===== src/rtl/seq_alu.sv =====
// Registered EX-stage ALU: single-cycle logic/arith/shift/compare ops plus
// iterative signed/unsigned multiply and divide that write the HI/LO pair.
module seq_alu #(
  parameter  int WIDTH = 32,
  localparam int SHW   = $clog2(WIDTH)
) (
  input  logic             clk,
  input  logic             rst_n,
  input  logic             start,
  input  logic [3:0]       aluControlOp,
  input  logic             aluSrc,
  input  logic [WIDTH-1:0] rsData,
  input  logic [WIDTH-1:0] rtData,
  input  logic [SHW-1:0]   shamt,
  input  logic [WIDTH-1:0] imm,
  output logic [WIDTH-1:0] result,
  output logic [WIDTH-1:0] hi,
  output logic [WIDTH-1:0] lo,
  output logic             busy,
  output logic             done,
  output logic             divByZero
);

  localparam logic [3:0] OP_AND   = 4'b0000;
  localparam logic [3:0] OP_OR    = 4'b0001;
  localparam logic [3:0] OP_ADD   = 4'b0010;
  localparam logic [3:0] OP_XOR   = 4'b0011;
  localparam logic [3:0] OP_SLL   = 4'b0100;
  localparam logic [3:0] OP_SUB   = 4'b0110;
  localparam logic [3:0] OP_SLT   = 4'b0111;
  localparam logic [3:0] OP_SRL   = 4'b1000;
  localparam logic [3:0] OP_SRA   = 4'b1001;
  localparam logic [3:0] OP_SLTU  = 4'b1010;
  localparam logic [3:0] OP_DIVU  = 4'b1011;
  localparam logic [3:0] OP_NOR   = 4'b1100;
  localparam logic [3:0] OP_MULT  = 4'b1101;
  localparam logic [3:0] OP_MULTU = 4'b1110;
  localparam logic [3:0] OP_DIV   = 4'b1111;

  typedef enum logic [1:0] {
    IDLE = 2'd0,
    MUL  = 2'd1,
    DIV  = 2'd2,
    FIN  = 2'd3
  } state_e;

  state_e             r_state;
  logic [WIDTH-1:0]   r_result;
  logic [WIDTH-1:0]   r_hi;
  logic [WIDTH-1:0]   r_lo;
  logic [WIDTH-1:0]   r_mag;
  logic [2*WIDTH-1:0] r_acc;
  logic [SHW-1:0]     r_count;
  logic               r_busy;
  logic               r_done;
  logic               r_dbz;
  logic               r_is_div;
  logic               r_neg_lo;
  logic               r_neg_hi;

  logic [WIDTH-1:0]   w_opb;
  logic               w_is_mul;
  logic               w_is_div;
  logic               w_signed;
  logic               w_a_neg;
  logic               w_b_neg;
  logic [WIDTH-1:0]   w_a_mag;
  logic [WIDTH-1:0]   w_b_mag;
  logic [WIDTH-1:0]   w_alu;
  logic [WIDTH:0]     w_mul_sum;
  logic [2*WIDTH-1:0] w_mul_next;
  logic [WIDTH:0]     w_div_shift;
  logic [WIDTH:0]     w_div_diff;
  logic [2*WIDTH-1:0] w_div_next;
  logic [2*WIDTH-1:0] w_prod_fix;
  logic [WIDTH-1:0]   w_quo_fix;
  logic [WIDTH-1:0]   w_rem_fix;

  assign w_opb    = aluSrc ? imm : rtData;
  assign w_is_mul = (aluControlOp == OP_MULT) || (aluControlOp == OP_MULTU);
  assign w_is_div = (aluControlOp == OP_DIV)  || (aluControlOp == OP_DIVU);
  assign w_signed = (aluControlOp == OP_MULT) || (aluControlOp == OP_DIV);
  assign w_a_neg  = w_signed & rsData[WIDTH-1];
  assign w_b_neg  = w_signed & w_opb[WIDTH-1];
  assign w_a_mag  = w_a_neg ? -rsData : rsData;
  assign w_b_mag  = w_b_neg ? -w_opb : w_opb;

  always_comb begin
    w_alu = '0;
    case (aluControlOp)
      OP_AND:  w_alu = rsData & w_opb;
      OP_OR:   w_alu = rsData | w_opb;
      OP_ADD:  w_alu = rsData + w_opb;
      OP_XOR:  w_alu = rsData ^ w_opb;
      OP_SLL:  w_alu = rtData << shamt;
      OP_SUB:  w_alu = rsData - w_opb;
      OP_SLT:  w_alu = {{(WIDTH-1){1'b0}}, ($signed(rsData) < $signed(w_opb))};
      OP_SRL:  w_alu = rtData >> shamt;
      OP_SRA:  w_alu = $signed(rtData) >>> shamt;
      OP_SLTU: w_alu = {{(WIDTH-1){1'b0}}, (rsData < w_opb)};
      OP_NOR:  w_alu = ~(rsData | w_opb);
      default: w_alu = '0;
    endcase
  end

  // Multiply: r_acc = {partial product, remaining multiplier bits}.
  assign w_mul_sum  = {1'b0, r_acc[2*WIDTH-1:WIDTH]}
                    + (r_acc[0] ? {1'b0, r_mag} : {(WIDTH+1){1'b0}});
  assign w_mul_next = {w_mul_sum, r_acc[WIDTH-1:1]};

  // Divide: r_acc = {partial remainder, dividend bits shifting into quotient}.
  // The partial remainder stays below the divisor, so bit WIDTH of the
  // difference is a clean borrow flag.
  assign w_div_shift = r_acc[2*WIDTH-1:WIDTH-1];
  assign w_div_diff  = w_div_shift - {1'b0, r_mag};
  assign w_div_next  = w_div_diff[WIDTH]
                     ? {w_div_shift[WIDTH-1:0], r_acc[WIDTH-2:0], 1'b0}
                     : {w_div_diff[WIDTH-1:0],  r_acc[WIDTH-2:0], 1'b1};

  assign w_prod_fix = r_neg_lo ? -r_acc : r_acc;
  assign w_quo_fix  = r_neg_lo ? -r_acc[WIDTH-1:0] : r_acc[WIDTH-1:0];
  assign w_rem_fix  = r_neg_hi ? -r_acc[2*WIDTH-1:WIDTH] : r_acc[2*WIDTH-1:WIDTH];

  always_ff @(posedge clk or negedge rst_n) begin
    if (!rst_n) begin
      r_state  <= IDLE;
      r_result <= '0;
      r_hi     <= '0;
      r_lo     <= '0;
      r_mag    <= '0;
      r_acc    <= '0;
      r_count  <= '0;
      r_busy   <= 1'b0;
      r_done   <= 1'b0;
      r_dbz    <= 1'b0;
      r_is_div <= 1'b0;
      r_neg_lo <= 1'b0;
      r_neg_hi <= 1'b0;
    end else begin
      r_done <= 1'b0;
      r_dbz  <= 1'b0;
      case (r_state)
        IDLE: begin
          if (start) begin
            if (w_is_mul) begin
              r_mag    <= w_a_mag;
              r_acc    <= {{WIDTH{1'b0}}, w_b_mag};
              r_neg_lo <= w_a_neg ^ w_b_neg;
              r_neg_hi <= 1'b0;
              r_is_div <= 1'b0;
              r_count  <= '0;
              r_busy   <= 1'b1;
              r_state  <= MUL;
            end else if (w_is_div && (w_opb == '0)) begin
              r_hi     <= rsData;
              r_lo     <= '1;
              r_result <= '1;
              r_dbz    <= 1'b1;
              r_done   <= 1'b1;
            end else if (w_is_div) begin
              r_mag    <= w_b_mag;
              r_acc    <= {{WIDTH{1'b0}}, w_a_mag};
              r_neg_lo <= w_a_neg ^ w_b_neg;
              r_neg_hi <= w_a_neg;
              r_is_div <= 1'b1;
              r_count  <= '0;
              r_busy   <= 1'b1;
              r_state  <= DIV;
            end else begin
              r_result <= w_alu;
              r_done   <= 1'b1;
            end
          end
        end
        MUL: begin
          r_acc   <= w_mul_next;
          r_count <= r_count + 1'b1;
          if (r_count == SHW'(WIDTH-1)) r_state <= FIN;
        end
        DIV: begin
          r_acc   <= w_div_next;
          r_count <= r_count + 1'b1;
          if (r_count == SHW'(WIDTH-1)) r_state <= FIN;
        end
        FIN: begin
          if (r_is_div) begin
            r_hi     <= w_rem_fix;
            r_lo     <= w_quo_fix;
            r_result <= w_quo_fix;
          end else begin
            r_hi     <= w_prod_fix[2*WIDTH-1:WIDTH];
            r_lo     <= w_prod_fix[WIDTH-1:0];
            r_result <= w_prod_fix[WIDTH-1:0];
          end
          r_count <= '0;
          r_done  <= 1'b1;
          r_busy  <= 1'b0;
          r_state <= IDLE;
        end
        default: r_state <= IDLE;
      endcase
    end
  end

  assign result    = r_result;
  assign hi        = r_hi;
  assign lo        = r_lo;
  assign busy      = r_busy;
  assign done      = r_done;
  assign divByZero = r_dbz;

endmodule


===== config.mk =====
export PLATFORM = sky130hd
export DESIGN_NAME = seq_alu
export DESIGN_NICKNAME = d
export VERILOG_FILES = /design/src/rtl/seq_alu.sv
export SDC_FILE = /design/constraint.sdc
export NUM_CORES = 1
export LEC_CHECK = 0
export BUFFER_PORTS_ARGS = -buffer_cell sky130_fd_sc_hd__buf_2
export CAP_MARGIN = 20
export CORE_UTILIZATION = 50
export DETAILED_ROUTE_END_ITERATION = 8
export PLACE_DENSITY = 0.73
export SETUP_SLACK_MARGIN = 0.5
export SLEW_MARGIN = 20
export SYNTH_ARGS = -nofsm -noshare
export SYNTH_HDL_FRONTEND = slang
export SYNTH_SLANG_ARGS = --single-unit

===== constraint.sdc =====
create_clock -name clk -period 4.25 [get_ports clk]
set_input_delay 0 -clock clk [delete_from_list [all_inputs] [get_ports clk]]
set_output_delay 0 -clock clk [all_outputs]
set_load 0.005 [all_outputs]

==> impl_metrics.py <==
metrics = {
    "outcome": {
        "status": "finished clean",
    },
    "clocking": {
        "clkTransAtPathRegs_ns": 0.06,
        "cts_root_buf": "clkbuf_16",
        "htree_levels": 1,
        "cts_made_buffers": 26,
        "cts_tree": "yes",
        "insertion_delay_ns": 0.59,
        "numClockSinks": 205,
        "clockBufferDepth": 3,
    },
    "yosys": {
        "async_flop_share": 1.000,
        "synth_fp_nets": 3632,
        "netlist_area_sq_um": 25220,
        "syn_avg_cell_area_sq_um": 7.538,
        "synth_seq_cells": 205,
        "yosysWarnings": 0,
        "synthFlopType": "dfrtp_1",
        "syn_inst": 3346,
        "synth-edff-count": 0,
        "ys_types": 86,
        "ys_seq_area_frac": 0.2034,
    },
    "die": {
        "row_count": 81,
        "core_region_area_sq_um": 49360,
        "die_area_sq_um": 51350,
        "die_h_microns": 226.6,
        "io_pins": 208,
        "initial_core_util": 0.5110,
        "die_w_microns": 226.6,
    },
    "power_and_ir_drop": {
        "p_int_mw": 7.110,
        "ir_worst_vdd_v": 0.0004101,
        "switchingPower_mw": 7.534,
        "p_clk_frac": 0.154,
        "power.leakage_nw": 12.52,
        "pwr-share-seq": 0.228,
        "p_per_area_nw_per_um2": 513.2,
        "netSwitchingFraction": 0.5145,
        "pwr-share-comb": 0.617,
    },
    "detailed_routing": {
        "vias": 28080,
        "route.detailed.drc": 0,
        "wl_microns": 109400,
        "firstDrtPassIters": 6,
        "dr.first_iter.drc_count": 4050,
        "ant_nets": 0,
        "avgViaCountPerCell": 6.700,
        "wl_per_cell_microns": 26.11,
    },
    "sta": {
        "rsz0062_at_grt": "true",
        "worst_pin_slew_ns": 1.034,
        "setup_viol": 0,
        "period_needed_ns": 3.638,
        "finalHoldViolCount": 0,
        "timing.fmax_mhz": 274.9,
        "skew_ns": 0.03364,
        "slew_headroom": 0.3108,
        "fin_setup_tns_ns": 0,
        "finalMaxSlewViolations": 0,
        "period_share": 0.8559,
    },
    "worst_setup_path": {
        "worstPathArrival_ns": 4.08,
        "cp.required_ns": 4.69,
        "critPathCaptureType": "flop",
        "start_kind": "flop",
        "worst-setup-path-type": "reg -> reg",
        "path_max_fanout": 9,
    },
    "place": {
        "placed_cells": 4116,
        "gp_congestion": 1.060,
        "io_buffers": 207,
        "dp_hpwl_microns": 86300,
    },
    "global_route": {
        "grt_overflow_total": 0,
        "first_global_vias": 25026,
        "grt_max_degree": 110,
        "grt_usage": 0.4191,
        "grt_pass1_wl_microns": 161300,
        "antenna_found_initial": 6,
    },
    "run": {
        "drv_cap": 0,
    },
    "final_layout": {
        "area_growth_pct": 13.14,
        "register_area_sq_um": 5131,
        "fin_cells": 4191,
        "nets": 3793,
        "nFillCells": 4781,
        "final_core_util": 0.5782,
        "drive_gt1_frac": 0.1450,
        "multiInputGateArea_sq_um": 18740,
    },
    "min_path": {
        "hp-class": "in -> async",
    },
}
## cells by family (layout without fill, tap and decap cells)
kind of cell    count (synthesis)  in the layout  synth area share
compound gates               1139           1139            0.2894
simple gates                 1050           1050            0.1918
buf+inv                       394            573           0.06176
flops                         205            205            0.2034
xor+xnor                      196            196           0.06806
mux                           185            185           0.09658
fa+ha+maj                     177            177           0.08899
other cells                     0              2                 0
## worst paths after layout
check | startpoint | to | slack, ns | cells after the start
max reg2reg | r_acc[40]$_DFFE_PN0P_ | hi[19]$_DFFE_PN0P_ | 0.61 | 10
max in group asynchronous | rst_n | r_acc[31]$_DFFE_PN0P_ | 3.12 | 3
min reg2reg | result[11]$_DFFE_PN0P_ | result[11]$_DFFE_PN0P_ | 0.47 | 2
min in group clk | rsData[29] | hi[29]$_DFFE_PN0P_ | 0.04 | 4
max | r_acc[40]$_DFFE_PN0P_ | hi[19]$_DFFE_PN0P_ | 0.61 | 10
min | rst_n | result[25]$_DFFE_PN0P_ | 0.03 | 2
## repair_timing
| item | CTS | global route |
|---|---|---|
| resized for setup | 1 | 23 |
| endpoints found under the setup margin | 25 | 42 |
| hold buffers | 24 | 0 |
| endpoints found under the hold margin | 135 | 0 |
| setup buffers | 1 | 2 |
| pin swaps | 1 | 7 |
## state kept, by name (all words and copies together), names as in the netlist, 2 cells and up
register and count:
r_mag 32, lo 32, hi 32, r_count 5, r_state 2, result 32, r_acc 64
## synthesized netlist by cell type (28+ instances only)
cell type | count | area share
a21oi_1 | 265 | 0.053
a31oi_1 | 53 | 0.013
inv_1 | 159 | 0.024
nand4_1 | 28 | 0.0069
clkbuf_1 | 163 | 0.024
xnor2_1 | 124 | 0.043
o211ai_1 | 57 | 0.017
a211oi_1 | 52 | 0.015
a21o_1 | 44 | 0.013
nand3_1 | 48 | 0.0095
a221oi_1 | 31 | 0.011
nand2_1 | 324 | 0.048
buf_1 | 28 | 0.0042
buf_2 | 31 | 0.0062
nand2b_1 | 36 | 0.0089
mux2i_1 | 125 | 0.050
o21ai_1 | 46 | 0.0091
a22oi_1 | 90 | 0.027
o31ai_1 | 32 | 0.0095
dfrtp_1 | 205 | 0.20
xor2_1 | 72 | 0.025
o21ai_0 | 264 | 0.052
nor3_1 | 72 | 0.014
nor2_1 | 377 | 0.056
mux4_2 | 45 | 0.040
ha_1 | 173 | 0.086
## power groups by stage
stage / clock (mW) / combinational [mW] / sequential [mW]
floorplan: 0 / 5.55 / 3.14
global placement: 0 / 8.53 / 3.33
detailed placement: 0 / 8.58 / 3.34
CTS: 2.28 / 8.65 / 3.31
global route: 2.35 / 9.67 / 3.41
finish: 2.26 / 9.04 / 3.34
## final cells by class
type	count	area share
Antenna cell	2	0.0001754
Clock buffer	37	0.02600
Clock inverter	9	0.003552
Inverter	161	0.02131
Multi-Input combinational cell	2747	0.6566
Sequential cell	205	0.1798
Tap cell	664	0.02911
Timing Repair Buffer	366	0.08340
## per-stage QoR
stage / hold WS (ns) / power [mW] / cell area, sq um / worst slack [ns]
2_1_floorplan: -0.2956 / 8.686 / 25250 / 0.5054
3_3_place_gp: 0.1091 / 11.86 / 27320 / 0.2584
3_5_place_dp: 0.1018 / 11.92 / 27320 / 0.1919
4_1_cts: 0.002774 / 14.24 / 28420 / 0.5272
5_1_grt: 0.03066 / 15.44 / 28530 / 0.3813
6_report: 0.03239 / 14.64 / 28540 / 0.6123
## critical path: stages (launching register included)
cell	delay [ns]
dfrtp_1	0.51
or4_1	0.64
or3_1	0.41
or3_1	0.40
or2_1	0.31
or4_1	0.43
nand3_1	0.11
o21ai_1	0.11
xor2_1	0.18
mux2i_1	0.30
o21ai_1	0.10
## layout by cell type (no fill, tap or decap), types with 57 or more instances in the layout
cell type / synthesis / routed
a21oi_1: 265 / 260
a22oi_1: 90 / 89
buf_2: 31 / 204
buf_4: 8 / 131
dfrtp_1: 205 / 204
ha_1: 173 / 172
inv_1: 159 / 158
mux2i_1: 125 / 122
nand2_1: 324 / 324
nor2_1: 377 / 376
nor3_1: 72 / 69
o211ai_1: 57 / 57
o21ai_0: 264 / 262
xnor2_1: 124 / 124
xor2_1: 72 / 72
## routing by layer
| metal | vias up | GRT usage | share of wire | wire, microns |
|---|---|---|---|---|
| li1 | 12636 | - | - | - |
| met1 | 13305 | 0.6000 | 0.42 | 45600 |
| met2 | 1882 | 0.5968 | 0.41 | 44410 |
| met3 | 257 | 0.1009 | 0.13 | 14080 |
| met4 | 0 | 0.1720 | 0.049 | 5322 |
| met5 | - | 0 | 0 | 0 |
(Power assumes the default switching activity.)
